===== src/rtl/hamming_pkg.sv =====
// Shared constants and types for the Hamming(7,4) serial receive path.
// Holds the codeword/data widths, parity bit positions used by the encoder
// and decoder, the frame receiver state encoding and the frame counter width.
package hamming_pkg;

   localparam int unsigned CODE_W      = 7;
   localparam int unsigned DATA_W      = 4;
   localparam int unsigned FRAME_CNT_W = 8;

   // Parity bit positions inside the codeword (bit 6 = Hamming position 1).
   localparam int unsigned P1_IDX = 6;
   localparam int unsigned P2_IDX = 5;
   localparam int unsigned P4_IDX = 3;

   // Receiver FSM encoding.
   localparam logic [1:0] ST_IDLE = 2'd0;
   localparam logic [1:0] ST_DATA = 2'd1;
   localparam logic [1:0] ST_STOP = 2'd2;

   typedef enum logic [1:0] {
      S_IDLE = ST_IDLE,
      S_DATA = ST_DATA,
      S_STOP = ST_STOP
   } rx_state_e;

endpackage : hamming_pkg


===== src/rtl/hamming_out_buf.sv =====
// One-entry valid/ready output buffer for received codewords.
// Accepts a load when empty or when the current word drains in the same
// cycle; otherwise the new word is dropped and an overrun pulse is raised.
// Ports:
//   clk, rst        : clock, asynchronous active-high reset
//   i_load          : a complete, well-framed codeword is offered
//   i_data          : offered codeword
//   i_ready         : downstream accepts the held word
//   o_data          : held codeword, stable while o_valid=1
//   o_valid         : buffer holds an unconsumed codeword
//   o_overrun       : one-cycle pulse, offered word dropped because full
//   o_frame_cnt     : number of words loaded, wraps
module hamming_out_buf
   import hamming_pkg::*;
#(
   parameter int unsigned W = 7
)(
   input  logic                   clk,
   input  logic                   rst,
   input  logic                   i_load,
   input  logic [W-1:0]           i_data,
   input  logic                   i_ready,
   output logic [W-1:0]           o_data,
   output logic                   o_valid,
   output logic                   o_overrun,
   output logic [FRAME_CNT_W-1:0] o_frame_cnt
);

   logic [W-1:0]           r_data;
   logic                   r_valid;
   logic                   r_overrun;
   logic [FRAME_CNT_W-1:0] r_frame_cnt;

   logic w_drain;
   logic w_accept;
   logic w_drop;

   // A drain in the same cycle frees the slot for the incoming word.
   assign w_drain  = r_valid & i_ready;
   assign w_accept = i_load & (~r_valid | w_drain);
   assign w_drop   = i_load & ~w_accept;

   always_ff @(posedge clk or posedge rst) begin
      if (rst) begin
         r_data      <= '0;
         r_valid     <= 1'b0;
         r_overrun   <= 1'b0;
         r_frame_cnt <= '0;
      end else begin
         if (w_accept) begin
            r_data      <= i_data;
            r_valid     <= 1'b1;
            r_frame_cnt <= r_frame_cnt + FRAME_CNT_W'(1);
         end else if (w_drain) begin
            r_valid <= 1'b0;
         end
         r_overrun <= w_drop;
      end
   end

   assign o_data      = r_data;
   assign o_valid     = r_valid;
   assign o_overrun   = r_overrun;
   assign o_frame_cnt = r_frame_cnt;

endmodule : hamming_out_buf


===== src/rtl/hamming_frame_rx.sv =====
// Serial frame receiver feeding the Hamming(7,4) decoder.
// Frames are start bit, CODE_W code bits (MSB first) and a stop bit, all
// sampled on bit_tick. Good frames are handed to a one-entry output buffer
// whose register drives the decoder directly.
// Ports:
//   clk, rst    : clock, asynchronous active-high reset
//   ser_in      : serial line, sampled only when bit_tick=1
//   bit_tick    : one-cycle strobe per bit period
//   code        : assembled codeword, bit CODE_W-1 is the first bit received
//   code_valid  : buffer holds an unconsumed codeword
//   code_ready  : downstream accepts the codeword
//   frame_err   : one-cycle pulse, stop bit not at idle level
//   overrun     : one-cycle pulse, good frame dropped because buffer full
//   frame_cnt   : count of codewords loaded into the buffer, wraps
module hamming_frame_rx
   import hamming_pkg::rx_state_e;
   import hamming_pkg::S_IDLE;
   import hamming_pkg::S_DATA;
   import hamming_pkg::S_STOP;
   import hamming_pkg::FRAME_CNT_W;
#(
   parameter int unsigned CODE_W   = hamming_pkg::CODE_W,
   parameter logic        IDLE_LVL = 1'b1
)(
   input  logic                   clk,
   input  logic                   rst,
   input  logic                   ser_in,
   input  logic                   bit_tick,
   output logic [CODE_W-1:0]      code,
   output logic                   code_valid,
   input  logic                   code_ready,
   output logic                   frame_err,
   output logic                   overrun,
   output logic [FRAME_CNT_W-1:0] frame_cnt
);

   localparam int unsigned CNT_W = (CODE_W > 1) ? $clog2(CODE_W) : 1;

   rx_state_e          r_state;
   logic [CODE_W-1:0]  r_shift;
   logic [CNT_W-1:0]   r_cnt;
   logic               r_frame_err;

   rx_state_e          w_state_nxt;
   logic [CODE_W-1:0]  w_shift_nxt;
   logic [CNT_W-1:0]   w_cnt_nxt;
   logic               w_frame_err_nxt;
   logic               w_load;

   // State, shifter, bit counter and framing-error pulse registers.
   always_ff @(posedge clk or posedge rst) begin
      if (rst) begin
         r_state     <= S_IDLE;
         r_shift     <= '0;
         r_cnt       <= '0;
         r_frame_err <= 1'b0;
      end else begin
         r_state     <= w_state_nxt;
         r_shift     <= w_shift_nxt;
         r_cnt       <= w_cnt_nxt;
         r_frame_err <= w_frame_err_nxt;
      end
   end

   // Next-state logic; nothing advances without a bit tick.
   always_comb begin
      w_state_nxt     = r_state;
      w_shift_nxt     = r_shift;
      w_cnt_nxt       = r_cnt;
      w_frame_err_nxt = 1'b0;
      w_load          = 1'b0;
      if (bit_tick) begin
         case (r_state)
            S_IDLE: begin
               if (ser_in != IDLE_LVL) begin
                  w_state_nxt = S_DATA;
                  w_cnt_nxt   = '0;
               end
            end
            S_DATA: begin
               // MSB-first: the first data bit ends up in the top bit.
               w_shift_nxt = {r_shift[CODE_W-2:0], ser_in};
               if (r_cnt == CNT_W'(CODE_W - 1)) begin
                  w_state_nxt = S_STOP;
                  w_cnt_nxt   = '0;
               end else begin
                  w_cnt_nxt = r_cnt + CNT_W'(1);
               end
            end
            S_STOP: begin
               // Stop slot never doubles as the next start bit.
               w_state_nxt = S_IDLE;
               if (ser_in == IDLE_LVL) begin
                  w_load = 1'b1;
               end else begin
                  w_frame_err_nxt = 1'b1;
               end
            end
            default: begin
               w_state_nxt = S_IDLE;
            end
         endcase
      end
   end

   hamming_out_buf #(
      .W (CODE_W)
   ) u_out_buf (
      .clk         (clk),
      .rst         (rst),
      .i_load      (w_load),
      .i_data      (r_shift),
      .i_ready     (code_ready),
      .o_data      (code),
      .o_valid     (code_valid),
      .o_overrun   (overrun),
      .o_frame_cnt (frame_cnt)
   );

   assign frame_err = r_frame_err;

endmodule : hamming_frame_rx


===== config.mk =====
export PLATFORM = sky130hd
export DESIGN_NAME = hamming_frame_rx
export DESIGN_NICKNAME = d
export VERILOG_FILES = /design/src/rtl/hamming_pkg.sv /design/src/rtl/hamming_out_buf.sv /design/src/rtl/hamming_frame_rx.sv
export SDC_FILE = /design/constraint.sdc
export NUM_CORES = 1
export LEC_CHECK = 0
export CELL_PAD_IN_SITES_DETAIL_PLACEMENT = 1
export CELL_PAD_IN_SITES_GLOBAL_PLACEMENT = 1
export CORE_UTILIZATION = 41
export DETAILED_ROUTE_END_ITERATION = 10
export PLACE_DENSITY_LB_ADDON = 0.1
export SYNTH_ARGS = -nofsm -noshare
export SYNTH_HDL_FRONTEND = slang
export SYNTH_SLANG_ARGS = --single-unit

===== constraint.sdc =====
create_clock -name clk -period 2.1 [get_ports clk]
set_clock_uncertainty 0.2 [all_clocks]
set_input_delay 0.315 -clock clk [delete_from_list [all_inputs] [get_ports clk]]
set_output_delay 0.315 -clock clk [all_outputs]
set_load 0.02 [all_outputs]

After elaboration in Yosys (flattened, before gate mapping)
Cells that the tools add are included.
{"block": "totals", "regBits": 30, "output_inout_bits": 18}
{"block": "op_classes", "n_addsub": 2, "eq_ne": 5, "n_mux": 14, "bitwise_logic": 6, "n_reduce_logical": 6}
{"op": "8-bit by 1-bit adder with 8-bit output, second input constant", "count": 1}
{"op": "1-bit 2-to-1 mux", "count": 8}
{"op": "3-bit 2-to-1 mux", "count": 2}
{"op": "3-bit one-hot mux with 2 select lines", "count": 1}
{"op": "3-bit AND reduction", "count": 2}
{"op": "2-bit 2-to-1 mux", "count": 2}
{"op": "2-bit != test, second input constant", "count": 2}
{"op": "2-bit one-hot mux with 2 select lines", "count": 1}
{"op": "2-bit nonzero test", "count": 2}
{"op": "3-bit by 1-bit adder with 3-bit output, second input constant", "count": 1}
{"op": "1-bit bitwise AND", "count": 3}
{"op": "3-bit equality test, second input constant", "count": 1}
{"op": "2-bit by 1-bit equality test with 1-bit output, second input constant", "count": 1}
{"op": "2-bit equality test, second input constant", "count": 1}
{"op": "2-bit logical NOT", "count": 1}
{"op": "1-bit NOT", "count": 2}
{"op": "2-bit AND reduction", "count": 1}
{"op": "1-bit OR", "count": 1}

Longest topological paths before layout
Gate-level depths: netlist of run 1.
{"block": "logic_depth", "ltp_word": 6, "ltp_mapped": 7, "depth_no_buf": 4}

Hierarchy
From an unflattened synthesis of run 1, not the netlist that was laid out.
{"block": "hier_totals", "cells_unflattened": 112, "hier_area_um2": 1285.0}
{"module": "hamming_out_buf", "n_inst": 1, "cells_per_inst": 68, "area_per_inst_um2": 703.2, "seq_area_each_um2": 425.4}
{"module": "hamming_frame_rx", "n_inst": 1, "cells_per_inst": 44, "area_per_inst_um2": 581.8, "seq_area_each_um2": 325.3}

Least setup slack after synthesis of run 1
OpenSTA, ideal clock, no wires.
{"block": "synth_timing", "kind": "register to register", "startpoint": "register r_state[0]", "endpoint": "register u_out_buf.r_data[0] (netlist: u_out_buf.o_data[0])", "setup_time_ns": 0.125, "arrival_time_ns": 1.343, "setup_slack_ns": 0.433, "path_stages_with_launch": 7, "cell_sequence": "dfrtp_1 buf_6 nand4b_4 nor2b_2 buf_6 buf_12 mux2_2"}
{"block": "synth_via", "elab_chain_len": 4}
{"element": "from (decl)", "line": "hamming_frame_rx.sv:39", "source": "rx_state_e r_state;"}
{"element": "from (signal assigned)", "line": "hamming_frame_rx.sv:58", "source": "r_state <= w_state_nxt;"}
{"element": "2-bit equality test", "line": "hamming_frame_rx.sv:73", "source": "case (r_state)"}
{"element": "1-bit 2-to-1 mux", "line": "hamming_frame_rx.sv:73"}
{"element": "1-bit 2-to-1 mux", "line": "hamming_frame_rx.sv:72", "source": "if (bit_tick) begin"}
{"element": "1-bit bitwise AND", "line": "hamming_out_buf.sv:40", "source": "assign w_accept = i_load & (~r_valid | w_drain);"}
{"element": "to (signal assigned)", "line": "hamming_out_buf.sv:51", "source": "r_data <= i_data;"}
{"element": "to (decl)", "line": "hamming_out_buf.sv:29", "source": "logic [W-1:0] r_data;"}
Every way passes these cells.
A chain may end at the register's enable or synchronous reset.

Final worst setup path of run 1
{"block": "layout_timing", "startpoint": "register u_out_buf.r_frame_cnt[2] (netlist: u_out_buf.o_frame_cnt[2])", "endpoint": "output port frame_cnt[2]"}
{"element": "from (decl)", "line": "hamming_out_buf.sv:32", "source": "logic [FRAME_CNT_W-1:0] r_frame_cnt;"}
{"element": "from (signal assigned)", "line": "hamming_out_buf.sv:53", "source": "r_frame_cnt <= r_frame_cnt + FRAME_CNT_W'(1);"}
{"element": "to (decl)", "line": "hamming_frame_rx.sv:34", "source": "output logic [FRAME_CNT_W-1:0] frame_cnt"}
No word-level cell between the ends.

==> results.md, run 1 <==
- The number of hold-repair buffers added at the cts stage is 0.
- The floorplan die width is 58.6 um.
- The routability congestion estimate from global placement is 0.672.
- After detailed routing, the number of remaining DRC violations is 0.
- The post-synthesis area per instance is 14.0 um^2.
- The insertion delay of the later-clocked pin in the worst-skew pair is 0.32 ns.
- Of all nets on the critical path, the largest fanout is 5.
- For the pin with the worst max-slew slack, the measured transition is 0.391 ns.
- The worst setup path is captured at a primary output.
- The count of nets left with antenna violations after detail routing is 0.
- The total area of sequential cells is 751 um^2.
- In this run the post-CTS setup repair buffer count came out at 0.
- Counting flops and latches in the post-synthesis netlist gives 30.
- The repair_antennas step left the layout with diodes totalling 0.
- On the critical path, the stage with the largest delay is an instance of clkdlybuf4s50_1.
- Of the cells placed in the final design, the portion with a size suffix greater than 1 is 27.6%.
- Synthesis instantiated 26 different standard cells from the library.
- The cell family contributing the most delay on the critical path is buffers and inverters.
- The logic gate share of total power is 27.8%.
- After clock tree synthesis, the repair step resized 0 gates.
- The path class of the tightest hold or removal check is input port to asynchronous set/reset pin.
- The combined buffer and inverter count along the critical path is 1.
- The number of buffers added by the clock tree synthesis step is 5.
- The initial antenna violation count is 0.
- Setup violations remaining at the end of the flow were counted as 0.
- Summing all multi-input logic gate instances after layout gives 510 um^2.
- For this run the aggregate overflow at the end of global routing stands at 0.
- In this run the vertical extent of the chip is 58.6 um.
- The site row count is 20.
- The count of filler cells inserted in the layout is 326.
- The share of synthesized area occupied by flip-flops and latches is 57.1%.
- The number of nets handed over by synthesis was 100.
- Setup repair after global routing left no endpoint under its margin.
- The sum of negative setup slack is 0 ns.
- The minimum period implied by the final worst setup slack is 1.98 ns.
- The count of input and output buffers is 22.
- The cell-internal power is 1250 uW.
- Pin placement for this block handled 23 I/O pins.
- Once the floorplan was initialized, standard cells occupied 43.1% of the core.
- The leakage power of the design is 0.000791 uW.
- Before CTS, the worst setup slack after placement is 0.0556 ns.
- In this run, placement finished with an instance count of 159.
- The max-slew violation count came to 0.
- The final cycle utilization of the critical path is 94.2%.
- STA classifies the critical path startpoint as a flip-flop.
- The reg2reg setup slack is 0.40 ns.
- The data arrival at the endpoint of the critical path is 1.46 ns.
- The first detailed-routing pass ran for 2 iterations.
- Across the run, the number of max-cap violations was 0.
- For this design the ratio of total power to cell area is 1090 mW/mm^2.
- The worst relative slew slack is 73.9%.
- The via count of the first global-routing pass is 835.
- The mean number of vias per cell is 4.77.
- During synthesis, Yosys emitted a total of 0 warnings.
- The number of hold violations in the final report is 0.
- After detailed routing, the average wire length per cell comes to 12.8 um.
- Clock-pin slew was measured on the worst setup and hold paths at 0.09 ns.
- TritonCTS built the clock tree.
- The deepest clock path buffer count is 2.
- At the end of the flow, the number of nets in the layout was 128.
- The data required time of the worst path is 1.58 ns.
- The level count of the clock H-tree is 2.
- The die covers 0.00344 mm^2.
- After layout, the worst setup slack is 0.122 ns.
- Summed over all nets, the switching power comes to 547 uW.
- Traced cell by cell, the critical path runs through clkdlybuf4s50_1.
- The core area is 0.00305 mm^2.
- Clock tree synthesis selected as its root buffer the cell clkbuf_4.
- The area growth from synthesis to layout is 25.8%.
- In this design, the stage delay of the slowest critical-path cell is 0.65 ns.
- The setup path with the least slack is of type flip-flop to primary output.
- The netlist area before placement is 0.00132 mm^2.
- The count of non-filler cells in the finished layout is 167.
- The maximum number of pins on one net before global-route repair is 31.
- IR analysis of the VDD net gives a maximum drop of 477 uV.
- The switching share of power is 30.5%.
- The overall routed net length is 2.14 mm.
- Derived from the worst setup path, the maximum achievable clock frequency is 0.505 GHz.
- The instance count of the mapped netlist is 94.
- Per report_power, the clock group accounts for 23.4% of the total.
- Per report_power, the sequential group accounts for 48.7% of the total.
- The global routing usage summed across all routing layers is 15.4%.
- The flow ran to the end, and the final reports show no timing, DRC or antenna violations.
- The first global-routing pass estimated 3.77 mm of wire.
- The overall via count from detail_route is 796.
- The first routing iteration left 19 violations.
- The clock drives 30 sinks.
[kinds of logic after synthesis]
kind of cell / synth area share (%)
DFF: 57.1
buffers and inverters: 4.09
and+or+nand+nor: 15.0
xor gates and xnor gates: 5.80
adders and majority gates: 0.951
muxes: 12.0
AOI/OAI and AO/OA: 5.04
[power groups by stage]
| stage | logic [uW] | clock network, uW | registers (uW) |
|---|---|---|---|
| finish | 500 | 421 | 875 |
| global route | 551 | 463 | 903 |
| CTS | 510 | 437 | 878 |
| detailed placement | 507 | 0 | 890 |
| global placement | 493 | 0 | 885 |
| floorplan | 297 | 0 | 915 |
[per-stage QoR]
stage	util [%]	total power, uW	hold WS (ns)	area, um^2
final	54.2	1800	0.171	1650
after floorplan	-	1210	0.206	1320
after global routing	54.2	1920	0.223	1650
after CTS	54.2	1820	0.176	1650
after detailed placement	51.6	1400	0.288	1580
after global placement	51.6	1380	0.284	1580
[cells in the mapped netlist]
library cell	n	share of area (%)
o21ai_0	5	1.9
dfrtp_1	30	57
nor2_1	3	0.86
nand3_2	2	1.5
nand3_1	2	0.76
mux2_2	14	12
nand2b_1	3	1.4
and3_1	2	0.95
nand4_4	2	3.2
o22ai_1	1	0.48
and2_1	1	0.48
nand2_2	1	0.48
and2_2	1	0.57
nor2b_2	1	0.67
nand4b_4	1	1.8
xnor2_2	2	2.5
buf_12	1	1.5
buf_6	2	1.7
xnor2_1	4	2.7
and2b_1	1	0.57
xor2_1	1	0.67
nand2_1	6	1.7
o32ai_1	1	0.67
ha_1	1	0.95
a22o_1	3	2.0
inv_1	3	0.86
[layer usage]
layer / vias to the layer above / global-route usage [%] / share of wire, %
met4: 0 / 6.12 / 0.56
met5: - / 0 / 0
met3: 2 / 6.59 / 4.2
li1: 381 / - / -
met1: 396 / 17.2 / 44
met2: 17 / 25.8 / 51
[sequential cells by signal, indices dropped and copies added (netlist names)]
| name | cells |
|---|---|
| u_out_buf.o_data | 7 |
| u_out_buf.o_frame_cnt | 8 |
| r_shift | 7 |
| u_out_buf.o_overrun | 1 |
| frame_err | 1 |
| r_state | 2 |
| r_cnt | 3 |
| u_out_buf.o_valid | 1 |
[worst paths after layout]
path / from / to / cells past startpoint
setup / recovery: u_out_buf.o_frame_cnt[2]$_DFFE_PP0P_ / frame_cnt[2] / 1
hold / removal: rst / r_cnt[1]$_DFFE_PP0P_ / 3
setup reg to reg: r_state[0]$_DFFE_PP0P_ / u_out_buf.o_data[2]$_DFFE_PP0P_ / 4
hold reg to reg: u_out_buf.o_frame_cnt[7]$_DFFE_PP0P_ / u_out_buf.o_frame_cnt[7]$_DFFE_PP0P_ / 1
max in group asynchronous: rst / u_out_buf.o_data[2]$_DFFE_PP0P_ / 3
min in group clk: u_out_buf.o_frame_cnt[7]$_DFFE_PP0P_ / u_out_buf.o_frame_cnt[7]$_DFFE_PP0P_ / 1
[layout make-up]
cell class | count | area share, %
flip-flops and latches | 30 | 45.4
multi-input cells | 58 | 30.9
repair buffers | 24 | 15.0
clock buffers | 8 | 4.77
well taps | 44 | 3.33
inverters | 3 | 0.681
[cells in the final DEF, fill, tap and decap left out]
cell / synthesis / routed
dfrtp_1: 30 / 30
clkdlybuf4s50_1: 0 / 22
mux2_2: 14 / 14
nand2_1: 6 / 6
o21ai_0: 5 / 5
clkbuf_4: 0 / 5
xnor2_1: 4 / 4
inv_1: 3 / 3
nand2b_1: 3 / 3
a22o_1: 3 / 3
nor2_1: 3 / 3
clkbuf_8: 0 / 3
nand3_2: 2 / 2
nand4_4: 2 / 2
xnor2_2: 2 / 2
and3_1: 2 / 2
nand3_1: 2 / 2
and2b_1: 1 / 1
nand2_2: 1 / 1
nand4b_4: 1 / 1
nor2b_2: 1 / 1
xor2_1: 1 / 1
and2_2: 1 / 1
and2_1: 1 / 1
o32ai_1: 1 / 1
o22ai_1: 1 / 1
ha_1: 1 / 1
buf_12: 1 / 1
buf_4: 0 / 1
Power figures use the tool's default switching activity.
==> run 2: changes to the inputs <==
Settings changed: CORE_UTILIZATION 41 to 43, SYNTH_HIERARCHICAL from default to 1.
Clock period 2.1 ns to 2.5 ns, I/O delays scaled along.
==> run 2 against run 1 <==
  * The run now ends with design-rule violations left
  * Final area up 0.30%
  * Worst hold slack got worse by 0.0045 ns
  * Cell count up 4.2%
  * Power is 6.4% lower
  * Sequential share of layout area fell by 0.14 points
  * Critical path depth did not move
  * Register-to-register slack gained 0.43 ns
  * Core utilization grew 5.0 points
  * Sequential power is 14% lower
  * Synthesized cell count grew 19%
  * Die area shrank 6.6%
  * Non-clock buffer count unchanged
  * Largest power group unchanged
  * Highest routed layer unchanged
==> results.md, run 2 <==
- The highest routed metal layer is met4.
- The synthesis warning total is 6.
- The checks that failed: design-rule violations.
- The number of buffers added by the clock tree synthesis step is 5.
- The initial antenna violation count is 0.
- The number of nets at the end of the flow is 148.
- The pre-antenna-repair detailed-routing pass consisted of 6 iterations.
- After filler insertion, the fill cell instance count of the layout stands at 299.
- The most frequently used flop master after synthesis is dfrtp_1.
- The post-cts resize count is 0.
- Cells with a size suffix above 1 make up 16.1% of the layout.
- In the routed layout, each cell is associated on average with a via count of 5.22.
- The met2 routed wirelength is 1.24 mm.
- The number of flip-flops under the largest register name is 8.
- The overall via count from detail_route is 909.
- The number of cell instances on the worst register-to-register path is 6.
- The netlist area before placement is 0.00128 mm^2.
- CTS built an H-tree with a depth of 2.
- The sum of negative setup slack is 0 ns.
- The share of synthesized area occupied by flip-flops and latches is 58.4%.
- Port buffering added 22 buffers.
- For the worst setup path, the data arrival time is 1.44 ns.
- Setup repair after global routing left no endpoint under its margin.
- The critical path is of the flip-flop to primary output type.
- For the finished layout, the period the worst path requires is 2.01 ns.
- In this run the number of cells on the critical path is 1.
- Summed over all cells, the static leakage comes to 0.000786 uW.
- The sum of routed wire segments on met1 is 1.09 mm.
- The maximum number of pins on one net before global-route repair is 18.
- The placed instances occupy a cell area of 0.00155 mm^2.
- On the worst path, the slowest cell contributes a delay of 0.64 ns.
- In this run the tightest slew margin relative to its limit is 56.0%.
- The number of hold-repair buffers added at the cts stage is 0.
- The TritonCTS clock tree is done.
- The cell type of the slowest stage on the worst timing path is clkdlybuf4s50_1.
- The count of nets left with antenna violations after detail routing is 0.
- 0 antenna diodes ended up in the layout.
- The clock passes through at most 2 buffers.
- For this design, the sink count on the clock tree is 30.
- The clock slew at the register clock pins of the worst setup and hold paths is 0.11 ns.
- The via count of the first global-routing pass came to 1003.
- The post-CTS setup repair buffer count is 0.
- The post-synthesis area per instance is 11.5 um^2.
- The largest voltage drop on the vdd net is 578 uV.
- Synthesis instantiated 31 different standard cells from the library.
- In the synthesized netlist the async set-or-reset flop fraction comes to 100%.
- The overflow left after global routing is 0.
- Measured along the y axis, the die boundary spans 56.7 um.
- From synthesis to final layout, the design area changed by 29.1%.
- The final routed DRC violation total is 2.
- The finished cells cover 0.00166 mm^2.
- Of all nets on the critical path, the largest fanout is 5.
- The final cycle utilization of the critical path is 80.6%.
- The floorplan step defined a die boundary enclosing 0.00321 mm^2.
- The tightest hold path in the finished design has a slack of 0.167 ns.
- The reg2reg setup slack is 0.83 ns.
- In the synthesized netlist, the number of instances is 112.
- At the end of routability-driven placement, the weighted congestion stood at 0.722.
- The number of hold violations in the final report is 0.
- Setup violations remaining at the end of the flow were counted as 0.
- Measured along the x axis, the die boundary spans 56.7 um.
- For this design the top-level I/O count stands at 23.
- The library cell used most frequently in the layout, excluding fill and tap cells, is nand2_1.
- The max-slew violation count came to 0.
- The most repeated cell in the gate-level netlist after synthesis is nand2_1.
- In the synthesized netlist, the cells that appear most often are nand2_1 (32), dfrtp_1 (30), mux2_2 (7).
- Of all cell types, the one taking the most synthesized area is dfrtp_1.
- In this run the worst hold path is classified as input port to asynchronous set/reset pin.
- The net count after synthesis is 118.
- Summed over all nets, wire length on met3 after detailed routing comes to 101 um.
- The overall routed net length is 2.46 mm.
- The library cells used most frequently in the layout, excluding fill and tap cells, are nand2_1 (32), dfrtp_1 (30), clkdlybuf4s50_1 (22).
- The global routing usage summed across all routing layers is 18.6%.
- The cell sitting at the root of the clock tree is a clkbuf_4.
- In this run, the number of DRC markers left after iteration 0 of detailed routing was 13.
- Power spread over the standard cell area amounts to 1010 mW/mm^2.
- The top-area cell type share of the netlist area is 58.4%.
- The data required time of the worst path is 1.92 ns.
- Based on the critical path, the design can be clocked at up to 0.496 GHz.
- Counting both buffers and inverters, the worst setup path holds a total of 1.
- The site row count is 19.
- The core area is 0.00281 mm^2.
- The HPWL reported at the end of detailed placement is 1.80 mm.
- The average wire length per cell after detail routing is 14.1 um.
- The wire length of the first global-routing pass is 4.45 mm.
- The number of flops mapped to enable cells by yosys is 0.
- For the pin with the worst max-slew slack, the measured transition is 0.659 ns.
- The endpoint class of the critical path is a primary output.
- Sorting the synthesized cells by area gives the leading types as dfrtp_1 (58%), nand2_1 (9.3%), mux2_2 (6.1%), xnor2_1 (2.7%), xor2_1 (2.0%).
- The worst setup path is launched from a flip-flop.
- The cell family contributing the most delay on the critical path is buffers and inverters.
- Traced cell by cell, the critical path runs through clkdlybuf4s50_1.
- The insertion delay of the later-clocked pin in the worst-skew pair is 0.34 ns.
- Once the floorplan was initialized, standard cells occupied 45.8% of the core.
- The flop and latch count out of synthesis is 30.
- The tool flagged a number of max-cap violations equal to 0.
- The flow ran to the end, but the final reports show violations.
[run 2: cell families after synthesis]
kind of cell | share of synthesized area, %
xor gates and xnor gates | 4.77
AOI/OAI and AO/OA | 3.70
buffers and inverters | 2.04
and+or+nand+nor | 23.1
adders and majority gates | 0.974
muxes | 7.01
DFF | 58.4
[run 2: path summary, 6_finish.rpt]
path / from / end
setup / recovery: u_out_buf/o_frame_cnt[0]$_DFFE_PP0P_ / frame_cnt[0]
hold / removal: rst / r_shift[2]$_DFFE_PP0P_
setup reg to reg: r_state[1]$_DFFE_PP0P_ / u_out_buf/o_frame_cnt[4]$_DFFE_PP0P_
hold reg to reg: u_out_buf/o_frame_cnt[7]$_DFFE_PP0P_ / u_out_buf/o_frame_cnt[7]$_DFFE_PP0P_
max in group asynchronous: rst / u_out_buf/o_data[0]$_DFFE_PP0P_
min in group clk: u_out_buf/o_frame_cnt[7]$_DFFE_PP0P_ / u_out_buf/o_frame_cnt[7]$_DFFE_PP0P_
[run 2: cell type report]
class                   count  area, um^2  share of cell area (%)
flip-flops and latches     30         751                    45.2
well taps                  31        38.8                    2.34
inverters                   4        15.0                   0.905
multi-input cells          77         508                    30.6
clock buffers               6        51.3                    3.09
clock inverters             2        60.1                    3.62
repair buffers             24         235                    14.2
[run 2: routing by layer]
layer | vias to the layer above | track usage (%)
li1 | 433 | -
met1 | 454 | 21.3
met2 | 18 | 31.1
met3 | 4 | 6.91
met4 | 0 | 7.50
met5 | - | 0
[run 2: worst register-to-register path, delay by kind of cell, from the launching register on]
family / cells / cell delay, ns
buffers and inverters: 1 / 0.16
and+or+nand+nor: 4 / 0.63
DFF: 1 / 0.43
xor gates and xnor gates: 1 / 0.15
[run 2: power breakdown]
part	switching [uW]	total [uW]	leakage, uW	internal [uW]
clock	175	514	0.0000585	339
combinational	184	418	0.000333	233
sequential	129	750	0.000394	621
total	489	1680	0.000786	1190
[run 2: stage by stage]
stage          total power [uW]  setup WS, ns  cells  util [%]
2_1_floorplan              1010         0.766    112         -
3_5_place_dp               1180         0.389    166      55.2
5_1_grt                    1770         0.428    174      59.1
6_report                   1680         0.486    174      59.1
3_3_place_gp               1160         0.424    166      55.2
4_1_cts                    1700         0.468    174      59.1
==> run 3: changes to the inputs <==
Settings changed: CORE_UTILIZATION 43 to 40.
Clock period 2.5 ns to 1.95 ns, I/O delays scaled along.
==> run 3 against run 2 <==
  * The flow now finishes without violations
  * Global-route usage shrank 0.65 points
  * Flip-flop and latch count did not move
  * Register-to-register slack worse by 0.52 ns
  * Via count is 0.55% higher
  * Die area is 7.2% higher
  * Critical path type unchanged
  * Critical endpoint is now frame_cnt[1]
  * Largest power group unchanged
==> results.md, run 3 (same netlist as run 2, synthesis figures left out) <==
- 0 antenna diodes ended up in the layout.
- The worst relative slew slack is 67.1%.
- After routing the design area is 0.00165 mm^2.
- The most common library cell in the layout ignoring fill and taps is nand2_1.
- The count of nets left with antenna violations after detail routing is 0.
- The routability congestion estimate from global placement is 0.717.
- The number of flip-flops under the largest register name is 8.
- The finished layout holds 189 standard cells, fillers aside.
- The layout-stage area growth over the synthesis result is 28.2%.
- After global routing the overflow that remains totals 0.
- In this run the tool buffered the top-level ports with 22 buffer cells.
- The analysis attributes to cell leakage a power of 0.000793 uW.
- For this run, design rule violations remaining after detail routing come to 0.
- The cell type of the slowest stage on the worst timing path is clkdlybuf4s50_1.
- The initial antenna violation count is 0.
- The final worst-path setup slack is 0.0746 ns.
- The fmax is 0.533 GHz.
- The level count of the clock H-tree is 2.
- In this run, the combinational gates consume 29.3% of the power.
- Setup repair after global routing left no endpoint under its margin.
- The post-route worst hold slack is 0.104 ns.
- The final cycle utilization of the critical path is 96.2%.
- The largest delay contributor family on the critical path is buffers and inverters.
- Internal power comes to 1260 uW.
- The die is 58.7 um wide.
- Setup violations remaining at the end of the flow were counted as 0.
- The overall via count from detail_route is 914.
- The TritonCTS clock tree is done.
- The slew at the pin with the worst max-slew slack is 0.493 ns.
- The met1 track utilization from global routing is 20.5%.
- The pre-CTS worst setup slack is -0.0268 ns.
- Counting both buffers and inverters, the worst setup path holds a total of 1.
- For the worst setup path, the data required time is 1.46 ns.
- Of all nets on the critical path, the largest fanout is 5.
- The HPWL after detailed placement is 1.88 mm.
- Sequential cells burn 51.7% of the power.
- STA classifies the critical path endpoint as a primary output.
- The y dimension of the die is 58.7 um.
- The root buffer cell chosen for the clock tree is clkbuf_4.
- The number of nets at the end of the flow is 152.
- Once the floorplan was initialized, standard cells occupied 42.1% of the core.
- The maximum number of pins on one net before global-route repair is 18.
- The library cells used most frequently in the layout, excluding fill and tap cells, are nand2_1 (32), dfrtp_1 (30), clkdlybuf4s50_1 (21).
- The flow ran to the end, and the final reports show no timing, DRC or antenna violations.
- The mean number of vias per cell is 4.84.
- The global routing usage summed across all routing layers is 17.9%.
- The insertion delay of the later-clocked pin in the worst-skew pair is 0.32 ns.
- The max-slew violation count is 0.
- The number of hold violations in the final report is 0.
- The count of filler cells inserted in the layout is 354.
- Counting every sink on the clock net gives 30.
- The nature of the critical path startpoint is a flip-flop.
- The via count of the first global-routing pass is 978.
- The highest cell delay on the worst timing path is 0.63 ns.
- The die covers 0.00344 mm^2.
- The global routing usage on met3 is 4.62%.
- The clock network accounts for 19.0% of the total power.
- The overall routed net length is 2.53 mm.
- The placed instances occupy a cell area of 0.00159 mm^2.
- The wire length of the first global-routing pass is 4.46 mm.
- The post-cts resize count is 0.
- The average wire length per cell after detail routing is 13.4 um.
- 23 I/O pins were placed.
- The critical path goes through clkdlybuf4s50_1.
- No sink is reached through more buffers than the 2 on the longest clock path.
- The minimum period implied by the final worst setup slack is 1.88 ns.
- IR analysis of the VDD net gives a maximum drop of 547 uV.
- The data arrival at the endpoint of the critical path is 1.38 ns.
- Of the total power, the share spent switching nets is 32.6%.
- Once placement completed, the tool counted placed cells totaling 183.
- The clock slew at the register clock pins of the worst setup and hold paths is 0.08 ns.
- The worst hold path belongs to the class input port to asynchronous set/reset pin.
- For this design the total switching power over the nets is 610 uW.
- The number of DRC markers after the initial detailed-route iteration is 31.
- The floorplan has 20 rows.
- Buffers added to address setup during post-CTS repair amount to 0.
- Clock tree synthesis inserted a total of 5 buffers.
- The share of cells above drive strength 1 is 17.2%.
- The met2 layer usage reported by global route is 31.0%.
- Hold repair after CTS inserted 0 buffers.
- The core area is 0.00305 mm^2.
- The first-pass detailed-route iteration total is 4.
- The max-capacitance violation count is 0.
- The power density normalized to cell area is 1130 mW/mm^2.
- The critical path in this run is classified as flip-flop to primary output.
- The layer flagged by global routing as most heavily used is met2.
- The total power consumption of the routed design is 1870 uW.
run 3: cell count changes in the layout (fill, tap and decap cells not counted), sizes merged:
cell	before	now
buf	2	6
bufinv	2	0
clkdlybuf4s50	22	21
dlymetal6s2s	0	1
run 3: through the flow:
step	setup TNS (ns)	utilization, %
floorplan	0	-
global placement	-0.0477	52.2
detailed placement	-0.114	52.2
CTS	0	53.9
global route	0	54.0
finish	0	54.0
run 3: path summary, 6_finish.rpt:
path / startpoint / endpoint / slack (ns) / cells past startpoint
setup / recovery: u_out_buf/o_frame_cnt[1]$_DFFE_PP0P_ / frame_cnt[1] / 0.07 / 1
hold / removal: rst / u_out_buf/o_overrun$_DFF_PP0_ / 0.10 / 3
setup reg to reg: r_state[1]$_DFFE_PP0P_ / u_out_buf/o_frame_cnt[4]$_DFFE_PP0P_ / 0.31 / 6
hold reg to reg: u_out_buf/o_data[5]$_DFFE_PP0P_ / u_out_buf/o_data[5]$_DFFE_PP0P_ / 0.28 / 2
max in group asynchronous: rst / r_shift[6]$_DFFE_PP0P_ / 1.10 / 2
min in group clk: u_out_buf/o_data[5]$_DFFE_PP0P_ / u_out_buf/o_data[5]$_DFFE_PP0P_ / 0.28 / 2
run 3: power groups by stage:
| stage | combinational (uW) | clock, uW | sequential [uW] |
|---|---|---|---|
| 2_1_floorplan | 291 | 0 | 1000 |
| 3_3_place_gp | 530 | 0 | 966 |
| 3_5_place_dp | 551 | 0 | 980 |
| 4_1_cts | 555 | 370 | 968 |
| 5_1_grt | 598 | 399 | 999 |
| 6_report | 548 | 355 | 967 |
run 3: per-layer routing:
layer | wire length (um) | vias to the layer above
met5 | 0 | -
met4 | 53 | 0
met3 | 99 | 7
met2 | 1310 | 20
met1 | 1070 | 446
li1 | - | 441
run 3: cell type report:
class	count	area [um^2]	share of cell area [%]
Tap cell	44	55.1	3.34
Inverter	4	15.0	0.911
Multi-Input combinational cell	77	508	30.8
Sequential cell	30	751	45.6
Clock buffer	6	51.3	3.11
Timing Repair Buffer	28	268	16.2
